**config.mk**
```make
export PLATFORM = sky130hd
export DESIGN_NAME = meas_capture_fifo
export DESIGN_NICKNAME = d
export VERILOG_FILES = /design/src/rtl/meas_capture_fifo.sv
export SDC_FILE = /design/constraint.sdc
export NUM_CORES = 1
export LEC_CHECK = 0
export ABC_CLOCK_PERIOD_IN_PS = 3200
export BUFFER_PORTS_ARGS = -buffer_cell sky130_fd_sc_hd__buf_2
export CAP_MARGIN = 20
export CORE_ASPECT_RATIO = 0.8
export CORE_MARGIN = 10
export CORE_UTILIZATION = 31
export CTS_BUF_LIST = sky130_fd_sc_hd__clkbuf_16
export DETAILED_ROUTE_END_ITERATION = 12
export GPL_TIMING_DRIVEN = 1
export SLEW_MARGIN = 20
export SYNTH_ARGS = -nofsm -noshare
export SYNTH_HDL_FRONTEND = slang
export SYNTH_SLANG_ARGS = --single-unit
```
**constraint.sdc**
```tcl
create_clock -name clk -period 3.2 [get_ports clk]
set_clock_uncertainty 0.2 [all_clocks]
set_input_delay 0.48 -clock clk [delete_from_list [all_inputs] [get_ports clk]]
set_output_delay 0.48 -clock clk [all_outputs]
set_load 0.03 [all_outputs]
```
**src/rtl/meas_capture_fifo.sv**
```systemverilog
// meas_capture_fifo: show-ahead history FIFO of {sys_meas,temp} samples with freeze, sticky overrun and hysteresis alarm
module meas_capture_fifo #(
    parameter int TEMP_W   = 4,
    parameter int MEAS_W   = 2,
    parameter int DEPTH    = 4,
    parameter int ALARM_HI = 12,
    parameter int ALARM_LO = 10
) (
    input  logic                       clk,
    input  logic                       clr,
    input  logic [TEMP_W-1:0]          temp,
    input  logic [MEAS_W-1:0]          sys_meas,
    input  logic                       ld,
    input  logic                       st,
    input  logic                       rd,
    output logic [TEMP_W-1:0]          D_out,
    output logic [MEAS_W-1:0]          T_out,
    output logic                       valid,
    output logic [$clog2(DEPTH+1)-1:0] count,
    output logic                       full,
    output logic                       overrun,
    output logic                       alarm
);
    localparam int AW = $clog2(DEPTH);
    localparam int CW = $clog2(DEPTH+1);
    localparam int EW = TEMP_W + MEAS_W;
    localparam logic [CW-1:0]     FULL_C = CW'(DEPTH);
    localparam logic [TEMP_W-1:0] HI     = TEMP_W'(ALARM_HI);
    localparam logic [TEMP_W-1:0] LO     = TEMP_W'(ALARM_LO);

    typedef enum logic {IDLE = 1'b0, ALARM = 1'b1} alarm_state_t;

    logic [EW-1:0] r_mem [DEPTH];
    logic [AW-1:0] r_wp, r_rp;
    logic [CW-1:0] r_count, w_cnt_nxt;
    logic          r_valid, r_full, r_overrun;
    logic          w_push_req, w_pop, w_push, w_drop;
    logic [EW-1:0] w_head;
    alarm_state_t  r_state, w_state_nxt;

    // A full FIFO still accepts a push when the head leaves in the same cycle
    always_comb begin
        w_push_req = ld & ~st & ~clr;
        w_pop      = rd & r_valid & ~clr;
        w_push     = w_push_req & (~r_full | w_pop);
        w_drop     = w_push_req & r_full & ~w_pop;
        w_cnt_nxt  = r_count + CW'(w_push) - CW'(w_pop);
        w_head     = r_mem[r_rp];
    end

    // Sample storage is not cleared; only accepted pushes write it
    always_ff @(posedge clk) begin
        if (w_push)
            r_mem[r_wp] <= {sys_meas, temp};
    end

    // Pointers, occupancy and flags; count is kept apart so full/empty never alias
    always_ff @(posedge clk) begin
        if (clr) begin
            r_wp      <= '0;
            r_rp      <= '0;
            r_count   <= '0;
            r_valid   <= 1'b0;
            r_full    <= 1'b0;
            r_overrun <= 1'b0;
        end else begin
            if (w_push)
                r_wp <= r_wp + AW'(1);
            if (w_pop)
                r_rp <= r_rp + AW'(1);
            r_count   <= w_cnt_nxt;
            r_valid   <= w_cnt_nxt != '0;
            r_full    <= w_cnt_nxt == FULL_C;
            r_overrun <= r_overrun | w_drop;
        end
    end

    // Alarm state register
    always_ff @(posedge clk) begin
        if (clr)
            r_state <= IDLE;
        else
            r_state <= w_state_nxt;
    end

    // Hysteresis: only accepted pushes move the alarm, using the pushed temperature
    always_comb begin
        w_state_nxt = r_state;
        if (w_push) begin
            if (r_state == IDLE && temp >= HI)
                w_state_nxt = ALARM;
            else if (r_state == ALARM && temp <= LO)
                w_state_nxt = IDLE;
        end
    end

    assign D_out   = r_valid ? w_head[TEMP_W-1:0] : '0;
    assign T_out   = r_valid ? w_head[EW-1:TEMP_W] : '0;
    assign valid   = r_valid;
    assign count   = r_count;
    assign full    = r_full;
    assign overrun = r_overrun;
    assign alarm   = r_state == ALARM;
endmodule
```
==> flow_summary.yaml <==
timing:
  fin_crit_sh_pct: 83.9
  fin_crit_ns: 2.68
  tightest_slew_ns: 0.428
  rsz0062_at_grt: "false"
  setup_viol: 0
  slew_violations: 0
  setup_tns_ns: 0
  max_freq_ghz: 0.373
  maxSlewHeadroom_pct: 71.4
  hold_violations: 0
setup_path:
  path_cells: "a21boi_0 > nor3_2 > inv_1 > ha_1 > inv_1 > ha_1 > fa_1 > xnor3_1 > nand2_1 > o21ai_0"
  startpoint_type: "flop"
  crit_path_end_kind: "flop"
  slowest_delay_ns: 0.53
  critPathRequiredTime_ns: 3.15
  critPathMaxFanout: 11
  cp_num_buf_inv: 2
  crit_slowest_cell: "dfxtp_1"
  crit_family: "adder cells"
  crit_type: "reg -> reg"
  crit_arrival_ns: 2.64
synth:
  synth_area_leaders: "edfxtp_1, dfxtp_1, mux4_2"
  synth_most_common_cell: "edfxtp_1"
  synthDistinctLibCells: 30
  synth-seq-area-share_pct: 64.3
  postSynthCellCount: 101
  synthTopCellsByCount: "edfxtp_1, dfxtp_1, and2_1"
  synth_edf_count: 24
  ys_seq_elements: 37
  syn_area_um2: 1530
  synth_area_per_cell_um2: 15.1
  synth_top_area_share_pct: 47.3
  yosysTopAreaCell: "edfxtp_1"
  yosysWarnings: 0
  synth_ff_type: "edfxtp_1"
  postSynth.asyncResetShare_pct: 0
  synth_nets: 119
clocking:
  cts_tree: "yes"
  cts_made_buffers: 5
  clk_latency_ns: 0.27
  clock_path_buffers: 2
  root_buffer: "clkbuf_16"
  cts.sinks: 37
  path_clk_slew_ns: 0.05
  holdBufCountCts: 0
  htreeDepth: 2
  post_cts_buffers: 0
  cts_resized: 0
run:
  max_cap_viol_count: 0
die:
  rows: 22
  core_um2: 4680
  die_x_um: 98.4
  ioPinCount: 24
  dieArea_um2: 8140
  start_util_pct: 32.6
  die_h_um: 82.7
detailed_routing:
  drtIter0Drc: 34
  wl_um: 2880
  drtAntennaViolNets: 0
  dr.pass1.iters: 4
  vias: 870
  wl_per_cell_um: 15.1
  viasPerCell: 4.58
  drc: 0
global_routing:
  grt_max_degree: 15
  grt_pass1_vias: 975
  grt_antenna_before_repair: 0
  track_usage_pct: 7.80
  overflow: 0
  grt_pass1_wl_um: 4810
finish:
  fillers: 457
  fin_nets: 147
  finalNonFillerCells: 190
  drive_gt1_share_pct: 28.5
  n_antenna_cell: 0
  areaGrowthSynthToFinish_pct: 22.1
power:
  p_leak_nw: 0.742
  power_density_nw_per_um2: 762
  peakVddDrop_mv: 0.350
placed_design:
  io_buffers: 23
  place_congestion: 0.744
  dp.cells: 182
  hpwl_um: 2210
outcome:
  outcome: "finished clean"
hold_path:
  hp-class: "in -> reg"
[through the flow]
stage	instance area, um^2	hold WS [ns]	util (%)	worst slack, ns	power, mW
2_1_floorplan	1530	0.285	-	0.600	0.811
3_3_place_gp	1700	0.251	36.3	0.560	0.893
3_5_place_dp	1700	0.272	36.3	0.473	0.904
4_1_cts	1860	0.228	39.8	0.476	1.44
5_1_grt	1860	0.236	39.8	0.252	1.49
6_report	1860	0.233	39.8	0.516	1.42
[sequential cells by signal, indices dropped and copies added, names as in the netlist, named ones only]
register / cells
r_rp: 2
valid: 1
r_wp: 2
alarm: 1
overrun: 1
count: 3
full: 1
r_mem: 24
[worst paths after layout]
path | startpoint | end | slack, ns | cells past startpoint
setup / recovery | valid$_SDFF_PP0_ | valid$_SDFF_PP0_ | 0.52 | 10
setup reg to reg | valid$_SDFF_PP0_ | valid$_SDFF_PP0_ | 0.52 | 10
hold reg to reg | overrun$_SDFF_PP0_ | overrun$_SDFF_PP0_ | 0.28 | 2
hold / removal | sys_meas[0] | r_mem[3][4]$_DFFE_PP_ | 0.23 | 1
[routing by layer]
layer  global-route usage, %  up-vias  share of wire (%)
li1                        -      422                  -
met5                       0        -                  0
met2                    13.2       20                 48
met4                    4.29        0                1.9
met3                    3.73        7                8.0
met1                    8.00      421                 42
[layout by cell type (no fill, tap or decap), drive strengths merged, types with 2 or more instances in the layout]
master  count
nor2        5
nor2b       3
dfxtp      13
nor3        2
ha          6
inv        10
a21oi       2
and2       10
mux4        6
clkbuf      5
o21ai       2
buf        23
xor2        2
edfxtp     24
[layout make-up]
cell class	instances	area, um^2	area share (%)
repair buffers	23	115	6.18
clock inverters	3	37.5	2.01
inverters	9	33.8	1.81
multi-input cells	53	495	26.6
well taps	60	75.1	4.03
clock buffers	5	125	6.72
flip-flops and latches	37	981	52.7
[kinds of logic after synthesis]
kind of cell	count (synthesis)	share of synthesized area, %
AO/OA/AOI/OAI	10	4.35
XOR/XNOR	3	2.63
adder cells (fa/ha/maj)	7	6.23
buffers and inverters	11	3.20
flip-flops	37	64.3
multiplexers	6	8.86
AND/OR/NAND/NOR	27	10.4
[where the power goes]
part	internal, mW	switching (mW)	total [mW]
Combinational	0.116	0.179	0.296
Clock	0.361	0.171	0.533
Sequential	0.549	0.0414	0.590
Total	1.03	0.392	1.42
Power figures use the tool's default switching activity.
